[src/rtl/dmi_sba_preloader_if.sv]
// Word-stream and DMI request/response bundle for dmi_sba_preloader.
// master = preloader side, slave = stream source / debug module side.
interface dmi_sba_preloader_if #(
  parameter int unsigned DmiAddrW = 7
);
  logic                in_valid_i;
  logic                in_ready_o;
  logic [31:0]         in_addr_i;
  logic [31:0]         in_data_i;
  logic                in_last_i;
  logic                dmi_req_valid_o;
  logic                dmi_req_ready_i;
  logic [DmiAddrW-1:0] dmi_req_addr_o;
  logic [1:0]          dmi_req_op_o;
  logic [31:0]         dmi_req_data_o;
  logic                dmi_resp_valid_i;
  logic                dmi_resp_ready_o;
  logic [31:0]         dmi_resp_data_i;
  logic [1:0]          dmi_resp_resp_i;

  modport master (
    input  in_valid_i, in_addr_i, in_data_i, in_last_i,
    output in_ready_o,
    output dmi_req_valid_o, dmi_req_addr_o, dmi_req_op_o, dmi_req_data_o,
    input  dmi_req_ready_i,
    input  dmi_resp_valid_i, dmi_resp_data_i, dmi_resp_resp_i,
    output dmi_resp_ready_o
  );

  modport slave (
    output in_valid_i, in_addr_i, in_data_i, in_last_i,
    input  in_ready_o,
    input  dmi_req_valid_o, dmi_req_addr_o, dmi_req_op_o, dmi_req_data_o,
    output dmi_req_ready_i,
    output dmi_resp_valid_i, dmi_resp_data_i, dmi_resp_resp_i,
    input  dmi_resp_ready_o
  );
endinterface

[src/rtl/dmi_sba_preloader.sv]
// Converts an (address, word) stream into DMI SBA writes with SBCS busy polling.
// Optional DMI_SBA_PRELOADER_STATS_EN adds saturating word/poll counters.
module dmi_sba_preloader #(
  parameter int unsigned DmiAddrW = 7,
  parameter int unsigned MaxPolls = 64
`ifdef DMI_SBA_PRELOADER_STATS_EN
  , parameter int unsigned CntW   = 16
`endif
) (
  input  logic                 clk_i,
  input  logic                 rst_ni,
  input  logic                 start_i,
  dmi_sba_preloader_if.master  bus,
  output logic                 busy_o,
  output logic                 done_o,
  output logic                 error_o,
  output logic [2:0]           err_code_o
`ifdef DMI_SBA_PRELOADER_STATS_EN
  , output logic [CntW-1:0]    words_o
  , output logic [CntW-1:0]    polls_o
`endif
);

  localparam logic [3:0] S_IDLE      = 4'd0;
  localparam logic [3:0] S_INIT_CTRL = 4'd1;
  localparam logic [3:0] S_INIT_SBCS = 4'd2;
  localparam logic [3:0] S_WAIT_WORD = 4'd3;
  localparam logic [3:0] S_WR_ADDR   = 4'd4;
  localparam logic [3:0] S_WR_DATA   = 4'd5;
  localparam logic [3:0] S_POLL      = 4'd6;
  localparam logic [3:0] S_FINI      = 4'd7;
  localparam logic [3:0] S_DONE      = 4'd8;
  localparam logic [3:0] S_ERROR     = 4'd9;

  localparam logic [DmiAddrW-1:0] AddrDmCtrl = DmiAddrW'(32'h10);
  localparam logic [DmiAddrW-1:0] AddrSbcs   = DmiAddrW'(32'h38);
  localparam logic [DmiAddrW-1:0] AddrSbAddr = DmiAddrW'(32'h39);
  localparam logic [DmiAddrW-1:0] AddrSbData = DmiAddrW'(32'h3C);
  localparam logic [1:0]          OpRead     = 2'd1;
  localparam logic [1:0]          OpWrite    = 2'd2;
  localparam int unsigned         PollW      = $clog2(MaxPolls) + 1;

  logic [3:0]       state_q, state_d, ret_q, ret_d;
  logic             wait_q, wait_d;
  logic [31:0]      addr_q, addr_d, data_q, data_d, exp_addr_q, exp_addr_d;
  logic             last_q, last_d, addr_valid_q, addr_valid_d;
  logic [PollW-1:0] poll_cnt_q, poll_cnt_d;
  logic [2:0]       err_code_q, err_code_d;
  logic             resp_fire, sb_busy;
  logic [2:0]       sb_error;
  logic             unused_resp_bits;
`ifdef DMI_SBA_PRELOADER_STATS_EN
  logic [CntW-1:0]  words_q, words_d, polls_q, polls_d;
`endif

  assign resp_fire = bus.dmi_resp_valid_i && bus.dmi_resp_ready_o;
  assign sb_busy   = bus.dmi_resp_data_i[21];
  assign sb_error  = bus.dmi_resp_data_i[14:12];
  assign unused_resp_bits = ^{bus.dmi_resp_data_i[31:22], bus.dmi_resp_data_i[20:15],
                              bus.dmi_resp_data_i[11:0]};

  // Request fields are pure functions of state, so they stay stable under backpressure.
  always_comb begin
    bus.dmi_req_valid_o = 1'b0;
    bus.dmi_req_addr_o  = '0;
    bus.dmi_req_op_o    = '0;
    bus.dmi_req_data_o  = '0;
    if (!wait_q) begin
      bus.dmi_req_valid_o = 1'b1;
      case (state_q)
        S_INIT_CTRL: begin bus.dmi_req_addr_o = AddrDmCtrl; bus.dmi_req_op_o = OpWrite; bus.dmi_req_data_o = 32'h0000_0001; end
        S_INIT_SBCS: begin bus.dmi_req_addr_o = AddrSbcs;   bus.dmi_req_op_o = OpWrite; bus.dmi_req_data_o = 32'h0005_0000; end
        S_WR_ADDR:   begin bus.dmi_req_addr_o = AddrSbAddr; bus.dmi_req_op_o = OpWrite; bus.dmi_req_data_o = addr_q; end
        S_WR_DATA:   begin bus.dmi_req_addr_o = AddrSbData; bus.dmi_req_op_o = OpWrite; bus.dmi_req_data_o = data_q; end
        S_POLL:      begin bus.dmi_req_addr_o = AddrSbcs;   bus.dmi_req_op_o = OpRead; end
        S_FINI:      begin bus.dmi_req_addr_o = AddrSbcs;   bus.dmi_req_op_o = OpWrite; bus.dmi_req_data_o = 32'h0004_0000; end
        default:     bus.dmi_req_valid_o = 1'b0;
      endcase
    end
  end

  assign bus.in_ready_o       = (state_q == S_WAIT_WORD);
  assign bus.dmi_resp_ready_o = wait_q;
  assign busy_o     = !(state_q == S_IDLE || state_q == S_DONE || state_q == S_ERROR);
  assign done_o     = (state_q == S_DONE);
  assign error_o    = (state_q == S_ERROR);
  assign err_code_o = err_code_q;

  always_comb begin
    state_d      = state_q;
    ret_d        = ret_q;
    wait_d       = wait_q;
    addr_d       = addr_q;
    data_d       = data_q;
    last_d       = last_q;
    exp_addr_d   = exp_addr_q;
    addr_valid_d = addr_valid_q;
    poll_cnt_d   = poll_cnt_q;
    err_code_d   = err_code_q;
`ifdef DMI_SBA_PRELOADER_STATS_EN
    words_d      = words_q;
    polls_d      = polls_q;
`endif
    case (state_q)
      S_IDLE, S_DONE, S_ERROR: begin
        if (start_i) begin
          state_d      = S_INIT_CTRL;
          wait_d       = 1'b0;
          err_code_d   = '0;
          addr_valid_d = 1'b0;
`ifdef DMI_SBA_PRELOADER_STATS_EN
          words_d      = '0;
          polls_d      = '0;
`endif
        end
      end
      S_WAIT_WORD: begin
        if (bus.in_valid_i) begin
          addr_d = bus.in_addr_i;
          data_d = bus.in_data_i;
          last_d = bus.in_last_i;
          if (bus.in_addr_i[1:0] != 2'b00) begin
            state_d    = S_ERROR;
            err_code_d = 3'd4;
          end else if (!addr_valid_q || bus.in_addr_i != exp_addr_q) begin
            state_d = S_WR_ADDR;
          end else begin
            state_d = S_WR_DATA;
          end
        end
      end
      S_INIT_CTRL, S_INIT_SBCS, S_WR_ADDR, S_WR_DATA, S_POLL, S_FINI: begin
        if (!wait_q) begin
          if (bus.dmi_req_ready_i) wait_d = 1'b1;
        end else if (resp_fire) begin
          wait_d = 1'b0;
`ifdef DMI_SBA_PRELOADER_STATS_EN
          if (state_q == S_POLL && polls_q != '1) polls_d = polls_q + 1'b1;
`endif
          if (bus.dmi_resp_resp_i != 2'd0) begin
            state_d    = S_ERROR;
            err_code_d = 3'd1;
          end else begin
            case (state_q)
              S_INIT_CTRL: state_d = S_INIT_SBCS;
              S_INIT_SBCS: state_d = S_WAIT_WORD;
              S_WR_ADDR: begin
                state_d    = S_POLL;
                ret_d      = S_WR_DATA;
                poll_cnt_d = '0;
              end
              S_WR_DATA: begin
                exp_addr_d   = addr_q + 32'd4;
                addr_valid_d = 1'b1;
                state_d      = S_POLL;
                ret_d        = last_q ? S_FINI : S_WAIT_WORD;
                poll_cnt_d   = '0;
`ifdef DMI_SBA_PRELOADER_STATS_EN
                if (words_q != '1) words_d = words_q + 1'b1;
`endif
              end
              S_POLL: begin
                if (sb_error != 3'd0) begin
                  state_d    = S_ERROR;
                  err_code_d = 3'd3;
                end else if (sb_busy) begin
                  if (poll_cnt_q == PollW'(MaxPolls - 1)) begin
                    state_d    = S_ERROR;
                    err_code_d = 3'd2;
                  end else begin
                    poll_cnt_d = poll_cnt_q + 1'b1;
                  end
                end else begin
                  state_d = ret_q;
                end
              end
              default: state_d = S_DONE;
            endcase
          end
        end
      end
      default: begin
        state_d = S_IDLE;
        wait_d  = 1'b0;
      end
    endcase
  end

  always_ff @(posedge clk_i or negedge rst_ni) begin
    if (!rst_ni) begin
      state_q      <= S_IDLE;
      ret_q        <= S_IDLE;
      wait_q       <= 1'b0;
      addr_q       <= '0;
      data_q       <= '0;
      last_q       <= 1'b0;
      exp_addr_q   <= '0;
      addr_valid_q <= 1'b0;
      poll_cnt_q   <= '0;
      err_code_q   <= '0;
    end else begin
      state_q      <= state_d;
      ret_q        <= ret_d;
      wait_q       <= wait_d;
      addr_q       <= addr_d;
      data_q       <= data_d;
      last_q       <= last_d;
      exp_addr_q   <= exp_addr_d;
      addr_valid_q <= addr_valid_d;
      poll_cnt_q   <= poll_cnt_d;
      err_code_q   <= err_code_d;
    end
  end

`ifdef DMI_SBA_PRELOADER_STATS_EN
  always_ff @(posedge clk_i or negedge rst_ni) begin
    if (!rst_ni) begin
      words_q <= '0;
      polls_q <= '0;
    end else begin
      words_q <= words_d;
      polls_q <= polls_d;
    end
  end

  assign words_o = words_q;
  assign polls_o = polls_q;
`endif

endmodule
[src/flat_wrapper.sv]
// flat-port wrapper written by rule: the top's interface ports become plain ports
module dmi_sba_preloader_flat 
#(
  parameter int unsigned DmiAddrW = 7,
  parameter int unsigned MaxPolls = 64

)
  (clk_i, rst_ni, start_i, busy_o, done_o, error_o, err_code_o, bus_in_valid_i, bus_in_addr_i, bus_in_data_i, bus_in_last_i, bus_in_ready_o, bus_dmi_req_valid_o, bus_dmi_req_addr_o, bus_dmi_req_op_o, bus_dmi_req_data_o, bus_dmi_req_ready_i, bus_dmi_resp_valid_i, bus_dmi_resp_data_i, bus_dmi_resp_resp_i, bus_dmi_resp_ready_o);
  dmi_sba_preloader_if #(.DmiAddrW(DmiAddrW)) bus_i ();
  input  logic clk_i;
  input  logic rst_ni;
  input  logic start_i;
  output logic busy_o;
  output logic done_o;
  output logic error_o;
  output logic [2:0] err_code_o;
  input wire logic [$bits(bus_i.in_valid_i)-1:0] bus_in_valid_i;
  input wire logic [$bits(bus_i.in_addr_i)-1:0] bus_in_addr_i;
  input wire logic [$bits(bus_i.in_data_i)-1:0] bus_in_data_i;
  input wire logic [$bits(bus_i.in_last_i)-1:0] bus_in_last_i;
  output wire logic [$bits(bus_i.in_ready_o)-1:0] bus_in_ready_o;
  output wire logic [$bits(bus_i.dmi_req_valid_o)-1:0] bus_dmi_req_valid_o;
  output wire logic [$bits(bus_i.dmi_req_addr_o)-1:0] bus_dmi_req_addr_o;
  output wire logic [$bits(bus_i.dmi_req_op_o)-1:0] bus_dmi_req_op_o;
  output wire logic [$bits(bus_i.dmi_req_data_o)-1:0] bus_dmi_req_data_o;
  input wire logic [$bits(bus_i.dmi_req_ready_i)-1:0] bus_dmi_req_ready_i;
  input wire logic [$bits(bus_i.dmi_resp_valid_i)-1:0] bus_dmi_resp_valid_i;
  input wire logic [$bits(bus_i.dmi_resp_data_i)-1:0] bus_dmi_resp_data_i;
  input wire logic [$bits(bus_i.dmi_resp_resp_i)-1:0] bus_dmi_resp_resp_i;
  output wire logic [$bits(bus_i.dmi_resp_ready_o)-1:0] bus_dmi_resp_ready_o;
  assign bus_i.in_valid_i = bus_in_valid_i;
  assign bus_i.in_addr_i = bus_in_addr_i;
  assign bus_i.in_data_i = bus_in_data_i;
  assign bus_i.in_last_i = bus_in_last_i;
  assign bus_in_ready_o = bus_i.in_ready_o;
  assign bus_dmi_req_valid_o = bus_i.dmi_req_valid_o;
  assign bus_dmi_req_addr_o = bus_i.dmi_req_addr_o;
  assign bus_dmi_req_op_o = bus_i.dmi_req_op_o;
  assign bus_dmi_req_data_o = bus_i.dmi_req_data_o;
  assign bus_i.dmi_req_ready_i = bus_dmi_req_ready_i;
  assign bus_i.dmi_resp_valid_i = bus_dmi_resp_valid_i;
  assign bus_i.dmi_resp_data_i = bus_dmi_resp_data_i;
  assign bus_i.dmi_resp_resp_i = bus_dmi_resp_resp_i;
  assign bus_dmi_resp_ready_o = bus_i.dmi_resp_ready_o;
  dmi_sba_preloader #(.DmiAddrW(DmiAddrW), .MaxPolls(MaxPolls)) u_core (.clk_i(clk_i), .rst_ni(rst_ni), .start_i(start_i), .bus(bus_i), .busy_o(busy_o), .done_o(done_o), .error_o(error_o), .err_code_o(err_code_o));
endmodule
[config.mk]
export PLATFORM = sky130hd
export DESIGN_NAME = dmi_sba_preloader_flat
export DESIGN_NICKNAME = d
export VERILOG_FILES = /design/src/rtl/dmi_sba_preloader_if.sv /design/src/rtl/dmi_sba_preloader.sv /design/src/flat_wrapper.sv
export SDC_FILE = /design/constraint.sdc
export NUM_CORES = 1
export LEC_CHECK = 0
export BUFFER_PORTS_ARGS = -buffer_cell sky130_fd_sc_hd__clkbuf_2
export CELL_PAD_IN_SITES_DETAIL_PLACEMENT = 0
export CELL_PAD_IN_SITES_GLOBAL_PLACEMENT = 2
export CORE_MARGIN = 2
export CORE_UTILIZATION = 33
export CTS_CLUSTER_DIAMETER = 60
export DETAILED_ROUTE_END_ITERATION = 10
export MAX_ROUTING_LAYER = met4
export PLACE_DENSITY_LB_ADDON = 0.1
export SKIP_LAST_GASP = 1
export SLEW_MARGIN = 20
export SYNTH_ARGS = -nofsm -noshare
export SYNTH_HDL_FRONTEND = slang
export SYNTH_SLANG_ARGS = --single-unit
export TNS_END_PERCENT = 30
[constraint.sdc]
create_clock -name clk_i -period 2.5 [get_ports clk_i]
set_clock_uncertainty 0.05 [all_clocks]
set_input_delay 0.625 -clock clk_i [delete_from_list [all_inputs] [get_ports clk_i]]
set_output_delay 0.625 -clock clk_i [all_outputs]
set_load 0.02 [all_outputs]
-- After elaboration in Yosys (flattened, before gate mapping)
Cells that the tools add are included.
- logic and storage cells: 113
- bits in registers: 117
- output and inout bits: 50
- input bits: 105
- mux-type cells: 47
- reduce and logical (&&, ||, !) cells: 27
- add/subtract/negate cells: 2
- bitwise gates (word level): 2
- equality and inequality tests: 25
- operator list (operator ; number):
    $pmux W32 S5 ; 1
    $mux W4 ; 9
    $mux W3 ; 11
    $add A32 B3 Y32 const B ; 1
    $mux W32 ; 1
    $ne A32 B32 Y1 ; 1
    $mux W7 ; 4
    $pmux W6 S4 ; 1
    $eq A4 B3 Y1 const B ; 4
    $pmux W4 S4 ; 1
    $reduce_and A5 Y1 ; 3
    $pmux W7 S2 ; 1
    $ne A2 B2 Y1 const B ; 6
    $pmux W4 S3 ; 1
    $mux W1 ; 11
    $reduce_bool A2 Y1 ; 5
    $pmux W3 S3 ; 1
    $reduce_and A9 Y1 ; 1
    $eq A4 B2 Y1 const B ; 2
    $eq A4 B4 Y1 const B ; 2
    $ne A2 B1 Y1 const B ; 4
    $ne A4 B1 Y1 const B ; 2
    $pmux W4 S2 ; 1
    $reduce_and A8 Y1 ; 1
    other kinds (21) ; 28

-- Longest topological paths before layout
Gate-level depths: netlist (run 1).
- depth in word-level cells: 9
- depth in mapped cells: 8
- mapped depth without buffers: 6

-- Least setup slack after synthesis (run 1)
Ideal clock, no wire load.
- path kind: register -> output
- start point: register u_core.wait_q (netlist: u_core.bus.dmi_resp_ready_o)
- end point: output port bus_dmi_req_data_o[22]
- path slack: 0.032 ns
- path buffers: 2
- stages on the path, launching flop included: 6
- required time: 1.825 ns
- arrival time: 1.793 ns
- cells stage by stage: dfrtp_1 > clkbuf_1 > nand2b_1 > nor3_1 > clkbuf_1 > a22o_1
- longest elaborated chain between the ends: 1
- RTL lines (what ; RTL line ; text):
    from (decl) ; dmi_sba_preloader.sv:44 ; logic wait_q, wait_d;
    from (signal assigned) ; dmi_sba_preloader.sv:204 ; wait_q <= wait_d;
    $mux W32 ; dmi_sba_preloader.sv:68 ; if (!wait_q) begin
    to (decl) ; flat_wrapper.sv:25 ; output wire logic [$bits(bus_i.dmi_req_data_o)-1:0] bus_dmi_req_data_o;
No other way between the ends.

-- Worst setup path after layout (run 1)
- start point: register u_core.state_q[1]
- end point: output port bus_dmi_req_data_o[0]
- longest elaborated chain between the ends: 3
- elaborated cells between the ends (all ways): 7
- classes of those cells: eq/ne (5); mux (2)
- RTL lines (what ; RTL line ; text):
    from (decl) ; dmi_sba_preloader.sv:43 ; logic [3:0] state_q, state_d, ret_q, ret_d;
    from (signal assigned) ; dmi_sba_preloader.sv:202 ; state_q <= state_d;
    $eq A4 B3 Y1 (tied with other cells) ; dmi_sba_preloader.sv:70 ; case (state_q)
    $pmux W32 S5 * ; dmi_sba_preloader.sv:70 ;
    $mux W32 * ; dmi_sba_preloader.sv:68 ;
Every way passes the cells marked *; elsewhere a longest branch is shown, timed or not.

==> out/metrics.yaml, run 1 <==
irDropWorstVdd_mv: 0.565
maxCapViolCount: 0
route.detailed.drc: 0
initial_core_util_pct: 33.7
drtIter0Drc: 255
crit_path_start_kind: "flip-flop"
crit_buf_inv: 2
wire_per_inst_um: 18.6
die_h_um: 139
layout_min_cycle_time_ns: 2.61
p_clk_share_pct: 28.9
fin_ws_ns: -0.109
multi_input_area_um2: 3030
cts_tree: "done"
antenna_found_initial: 0
die_w_um: 139
cp_slowest_cell: "dfrtp_2"
switchingPower_mw: 2.85
hold_violations: 0
worst_hold_path_type: "input port to async pin"
grt_pass1_vias: 5061
drive_gt1_share_pct: 40.5
end_kind: "primary output"
cts-root-buf: "clkbuf_16"
synth_top_area_cell: "dfrtp_1"
synth.distinct_cells: 52
core_um2: 18000
detail_route.first_pass.iterations: 4
violations: "setup timing"
io_buffers: 124
cts.hold.buffers_added: 0
synth-async-reset-ratio_pct: 100
gr-total-overflow: 0
worst_skew_pair.late_latency_ns: 0.42
cts_buffer_depth: 2
power.density_nw_per_um2: 1020
slowest_delay_ns: 0.45
synth_cells: 565
placed_cell_area_um2: 7140
worstPathCellList: "nor2b_4, a211oi_2, o31ai_2, nor4_1, buf_4, buf_4"
grt_usage_pct: 19.2
maxSlewViolCount: 0
crit_top_cell: "buf_4"
status: "finished, violations left"
drt-vias-per-instance: 5.06
fmax_mhz: 383
io_pins: 155
synth_edf_count: 0
required_ns: 1.82
numCtsBuffers: 17
yosys_warnings: 0
p_seq_share_pct: 38.9
fin_crit_sh_pct: 104
design_area_um2: 8170
grt_max_degree: 59
synth_seq_area_share_pct: 47.9
worst_slew_pin_slew_ns: 0.486
arrival_ns: 1.93
worst-setup-path-type: "flip-flop to primary output"
p_sw_share_pct: 34.3
num_rows: 49
n_antenna_cell: 0
combPwrFrac_pct: 32.2
stdcell_count: 972
intPower_mw: 5.46
placed_cells: 918
rsz0062_at_grt: "true"
avgSynthCellArea_um2: 10.7
routabilityCongestion: 0.810
worstPathMaxFanout: 6
fill_cells: 1746
final_nets: 837
syn2layout_area_growth_pct: 34.9
regArea_um2: 2910
h-tree-depth: 4
whs_ns: 0.0446
wirelength_um: 18100
netlist_top_cells_area: "dfrtp_1 (48%), mux2_2 (13%), xor2_1 (7.2%)"
hpwl_um: 12700
synth_seq_cells: 116
setup_viol: 34
p_leak_nw: 3.84
slew_headroom_pct: 66.7
netlist.area_leader.share_pct: 47.9
ys.flop_type: "dfrtp_1"
grt_first_pass_wirelength_um: 28100
vias: 4915
die-area_um2: 19500
ant_nets: 0
cts.sinks: 116
netlist_area_um2: 6060
clk_pin_slew_worst_paths_ns: 0.06
path_delay_family: "flip-flops"
[path summary, 6_finish.rpt]
path | from | endpoint | slack (ns) | cells after the start
setup / recovery | u_core.state_q[1] | bus_dmi_req_data_o[0] | -0.11 | 6
hold / removal | rst_ni | u_core.poll_cnt_q[0] | 0.04 | 1
setup reg to reg | u_core.state_q[1] | u_core.err_code_o[0] | 0.12 | 9
hold reg to reg | u_core.poll_cnt_q[6] | u_core.poll_cnt_q[6] | 0.43 | 1
max in group asynchronous | rst_ni | u_core.state_q[2] | 1.72 | 2
min in group clk_i | bus_in_data_i[20] | u_core.data_q[20] | 0.39 | 2
[cell usage after synthesis (3+ instances only)]
master	number
xor2_1	50
o22ai_1	3
nand2_1	23
o31ai_1	3
nor2b_1	7
a22o_1	33
nand4_1	13
nand2b_1	5
or2_2	3
a21oi_1	36
xnor2_1	14
dfrtp_1	116
buf_2	8
clkbuf_1	19
inv_1	7
buf_4	4
and3_1	4
buf_1	3
a21o_1	4
nand3_1	18
nor3_1	11
o21ai_0	7
nor2_1	58
nor4_1	11
mux2_2	72
[registers in the layout (all words and copies together), names as in the netlist]
signal	flops
u_core.ret_q	3
u_core.exp_addr_q	32
u_core.state_q	4
u_core.err_code_o	3
u_core.last_q	1
u_core.addr_valid_q	1
u_core.bus.dmi_resp_ready_o	1
u_core.addr_q	32
u_core.poll_cnt_q	7
u_core.data_q	32
[layout make-up]
cell class	count	share of cell area [%]
multi-input cells	408	37.0
clock buffers	24	5.89
clock inverters	8	1.22
flip-flops and latches	116	35.6
repair buffers	180	16.5
well taps	229	3.51
inverters	7	0.321
[per-layer routing]
metal / up-vias / routed length, um / part of all wire [%] / GRT usage [%]
met2: 112 / 9060 / 50 / 31.5
met1: 2446 / 8310 / 46 / 24.6
met5: - / 0 / 0 / -
li1: 2352 / - / - / -
met4: 0 / 65 / 0.36 / 4.09
met3: 5 / 647 / 3.6 / 4.09
[power by group through the flow]
stage                     sequential, mW  combinational [mW]  clock [mW]
after floorplan                     3.00                1.75           0
after global placement              3.25                2.43           0
after detailed placement            3.27                2.45           0
after CTS                           3.24                2.54        2.46
after global routing                3.32                2.95        2.55
final                               3.24                2.68        2.40
[cells by family after synthesis]
kind of cell / synth area share (%)
compound gates: 12.1
xor+xnor: 9.25
fa+ha+maj: 0.413
buf+inv: 3.14
flops: 47.9
mux: 13.5
other cells: 0.0619
simple gates: 13.5
[per-stage QoR]
step / TNS [ns] / power [mW] / worst slack [ns] / util, %
after floorplan: 0 / 4.75 / 0.0323 / -
after global placement: 0 / 5.68 / 0.127 / 39.7
after detailed placement: 0 / 5.72 / 0.111 / 39.7
after CTS: -4.77 / 8.23 / -0.161 / 44.4
after global routing: -5.32 / 8.83 / -0.196 / 45.5
final: -2.02 / 8.32 / -0.109 / 45.5
[cell usage in the layout, fill, tap and decap left out, types with 2 or more instances in the layout]
cell	instances
nor3_1	10
nand2_1	22
and3_1	3
nor2b_4	2
buf_12	6
nand3_1	18
mux2_2	72
clkbuf_16	20
nor3b_1	2
inv_1	7
nor2b_1	5
dfrtp_2	3
dfrtp_1	113
clkbuf_2	102
nand2b_1	3
xnor2_1	14
nor4_1	11
buf_4	44
bufinv_16	2
a21oi_1	36
a22o_1	33
ha_1	2
clkinv_4	2
a21o_1	4
or2_2	3
o21ai_0	7
o22ai_1	3
buf_6	14
clkinv_2	3
clkbuf_1	4
conb_1	2
o31ai_1	2
o31a_1	2
clkbuf_8	13
a22oi_1	2
nand4_1	13
xor2_1	50
and4_1	2
nor2_1	57
[worst register-to-register path: stages, from the launching register on]
cell,delay (ns)
dfrtp_2,0.45
buf_4,0.15
buf_4,0.14
or2b_1,0.18
nor3_2,0.05
buf_4,0.14
buf_4,0.14
nor3b_1,0.15
nor4_2,0.42
mux2_2,0.38
[repair_timing]
action | 4_1_cts | 5_1_grt
setup endpoints to repair | 38 | 39
setup buffers | 12 | 8
gates resized for setup | 35 | 41
pin swaps | 2 | 9
gates cloned | 1 | 4
No activity file was read; power rests on OpenSTA's default activity.
==> run 2, diff against run 1 <==
--- a/config.mk
+++ b/config.mk
@@ -5,11 +5,12 @@
 export SDC_FILE = /design/constraint.sdc
 export NUM_CORES = 1
 export LEC_CHECK = 0
+export ABC_AREA = 1
 export BUFFER_PORTS_ARGS = -buffer_cell sky130_fd_sc_hd__clkbuf_2
 export CELL_PAD_IN_SITES_DETAIL_PLACEMENT = 0
 export CELL_PAD_IN_SITES_GLOBAL_PLACEMENT = 2
 export CORE_MARGIN = 2
-export CORE_UTILIZATION = 33
+export CORE_UTILIZATION = 31
 export CTS_CLUSTER_DIAMETER = 60
 export DETAILED_ROUTE_END_ITERATION = 10
 export MAX_ROUTING_LAYER = met4
==> constraint.sdc (replaced) <==
create_clock -name clk_i -period 2.5 [get_ports clk_i]
set_clock_uncertainty 0.05 [all_clocks]
set_input_delay 0.625 -clock clk_i [delete_from_list [all_inputs] [get_ports clk_i]]
set_output_delay 0.625 -clock clk_i [all_outputs]
set_load 0.01 [all_outputs]
==> out/metrics.yaml, run 2 <==
netlist.area_leader.share_pct: 44.4  # -3.5 points
required_ns: 1.82  # about the same
p_seq_share_pct: 39.1  # +0.2 points
synth-async-reset-ratio_pct: 100  # unchanged
path_delay_family: "buffers and inverters"
detail_route.first_pass.iterations: 4  # unchanged
gr-total-overflow: 0  # unchanged
final_cell_mix: "nand2_1 (276), dfrtp_1 (114), clkbuf_2 (108)"
violations: "setup timing"
routabilityCongestion: 0.807  # -0.44%
wirelength_um: 21600  # +19%
irDropWorstVdd_mv: 0.427  # -24%
status: "finished, violations left"
utilization_pct: 40.2  # -5.3 points
power.density_nw_per_um2: 905  # -11%
p_leak_nw: 4.23  # +10%
numCtsBuffers: 17  # unchanged
cts.sinks: 116  # unchanged
clk_pin_slew_worst_paths_ns: 0.06  # about the same
hpwl_um: 15900  # +25%
antenna_found_initial: 0  # unchanged
grt_pass1_vias: 5865  # +16%
netlist_top_cells_count: "nand2_1 (281), dfrtp_1 (116), inv_1 (103), o21ai_0 (78), nor2_1 (72)"
design_area_um2: 8410  # +2.8%
die_h_um: 149  # +7.0%
crit_top_cell: "nor2_4"
intPower_mw: 4.70  # -14%
combPwrFrac_pct: 30.2  # -2.0 points
h-tree-depth: 4  # unchanged
end_kind: "primary output"
mostFrequentLayoutCell: "nand2_1"
worst-setup-path-type: "flip-flop to primary output"
switchingPower_mw: 2.91  # +2.2%
synth_top_area_cell: "dfrtp_1"
hold_violations: 0  # unchanged
arrival_ns: 1.88  # -0.05 ns
rsz0062_at_grt: "true"
slowest_delay_ns: 0.43  # -0.02 ns
initial_core_util_pct: 31.3  # -2.4 points
top_regs: "u_core.addr_q (32), u_core.data_q (32), u_core.exp_addr_q (32)"
maxCapViolCount: 0  # unchanged
worst_hold_path_type: "input port to async pin"
yosysMostFrequentCell: "nand2_1"
drive_gt1_share_pct: 27.2  # -13 points
fin_ws_ns: -0.0508  # +0.0580 ns
fin_crit_sh_pct: 102  # -2.3 points
die_w_um: 149  # +7.0%
synth_edf_count: 0  # unchanged
synth_seq_area_share_pct: 44.4  # -3.5 points
drtIter0Drc: 365  # +43%
fmax_mhz: 392  # +2.3%
cts_tree: "done"
core_um2: 20900  # +16%
n_antenna_cell: 0  # unchanged
num_rows: 53  # +8.2%
maxSlewViolCount: 0  # unchanged
netlist_top_cells_area: "dfrtp_1 (44%), nand2_1 (16%), o21ai_0 (6.0%)"
grt_first_pass_wirelength_um: 33600  # +19%
synth_cells: 854  # +51%
vias: 5873  # +19%
setup_viol: 30  # -12%
cts_buffer_depth: 2  # unchanged
crit_buf_inv: 6  # +4
worst_skew_pair.late_latency_ns: 0.42  # about the same
drt-vias-per-instance: 4.55  # -10%
place_ws_ns: 0.264  # +0.153 ns
placed_cell_area_um2: 7510  # +5.2%
ys.flop_type: "dfrtp_1"
io_pins: 155  # unchanged
crit_path_start_kind: "flip-flop"
cts-root-buf: "clkbuf_16"
worstPathCellList: "buf_6, inv_4, nand2_4, nor2_4, inv_2, nor2_4, buf_12, inv_8, o21ai_1, clkbuf_2"
avgSynthCellArea_um2: 7.66  # -29%
yosys_warnings: 0  # unchanged
p_sw_share_pct: 38.3  # +4.0 points
layout_min_cycle_time_ns: 2.55  # -0.0580 ns
synth.distinct_cells: 38  # -27%
worstPathMaxFanout: 12  # +6
route.detailed.drc: 0  # unchanged
p_clk_share_pct: 30.7  # +1.8 points
io_buffers: 124  # unchanged
grt_usage_pct: 21.1  # +1.9 points
syn2layout_area_growth_pct: 28.5
ant_nets: 0  # unchanged
netlist_area_um2: 6540  # +8.0%
wire_per_inst_um: 16.7  # -10%
die-area_um2: 22300  # +14%
final_nets: 1111  # +33%
grt_max_degree: 98  # +66%
synth_seq_cells: 116  # unchanged
cp_slowest_cell: "dfrtp_2"
-- run 2: changes by cell type in the layout (fill, tap and decap cells not counted), sizes merged, moves of 20 or more --
cell,previous run,this run
buf,65,45
nand2,23,286
nor2,58,83
o21ai,7,85
xor2,50,25
mux2,72,33
inv,7,112
a22o,33,3
a21oi,36,13
-- run 2: what timing repair did --
action                                 CTS  global route
gates resized for setup                 45            43
hold buffers                             0             0
pin swaps                                6             4
endpoints found under the hold margin    0             0
setup buffers                           18             1
setup endpoints to repair               30            39
cloned                                   3             0
-- run 2: per-stage QoR --
step	std cells	setup TNS, ns	hold WS [ns]	total power, mW
floorplan	855	0	0.279	4.17
global placement	1240	0	0.399	5.04
detailed placement	1240	0	0.398	5.06
CTS	1293	-2.62	0.106	7.65
global route	1292	-4.05	0.122	8.14
finish	1292	-0.583	0.0955	7.61
-- run 2: cell families after synthesis --
| group | Yosys count | synth area share, % |
|---|---|---|
| AND/OR/NAND/NOR | 427 | 27.6 |
| AO/OA/AOI/OAI | 109 | 9.11 |
| flip-flops | 116 | 44.4 |
| buffers and inverters | 132 | 8.26 |
| other | 1 | 0.0573 |
| adder cells (fa/ha/maj) | 2 | 0.382 |
| multiplexers | 33 | 5.68 |
| XOR/XNOR | 34 | 4.55 |
-- run 2: worst paths after layout --
path / slack, ns / endpoint / start / depth (start not counted)
max in group asynchronous: 1.66 / u_core.state_q[1] / rst_ni / 2
min in group clk_i: 0.38 / u_core.data_q[27] / bus_in_data_i[27] / 2
setup reg to reg: 0.46 / u_core.exp_addr_q[18] / u_core.addr_q[2] / 7
setup / recovery: -0.05 / bus_dmi_req_data_o[2] / u_core.state_q[1] / 10
hold / removal: 0.1 / u_core.addr_q[8] / rst_ni / 1
hold reg to reg: 0.41 / u_core.ret_q[0] / u_core.ret_q[0] / 2
-- run 2: cell type report --
class | count | area (um^2)
Inverter | 108 | 415
Clock buffer | 17 | 425
Timing Repair Buffer | 153 | 943
Tap cell | 275 | 344
Clock inverter | 15 | 134
Sequential cell | 116 | 2910
Fill cell | 2256 | 12500
Timing Repair inverter | 1 | 11.3
Multi-Input combinational cell | 607 | 3230
-- run 2: power groups by stage --
| stage | sequential [mW] | combinational (mW) | clock (mW) |
|---|---|---|---|
| floorplan | 2.75 | 1.42 | 0 |
| detailed placement | 3.00 | 2.06 | 0 |
| finish | 2.98 | 2.30 | 2.34 |
| CTS | 2.98 | 2.28 | 2.39 |
| global route | 3.05 | 2.61 | 2.49 |
| global placement | 3.00 | 2.05 | 0 |
-- run 2: routing by layer --
layer | global-route usage [%] | up-vias | wire (um)
li1 | - | 2999 | -
met1 | 30.3 | 2732 | 11000
met2 | 30.9 | 132 | 9530
met3 | 3.70 | 10 | 887
met4 | 5.00 | 0 | 176
met5 | - | - | 0
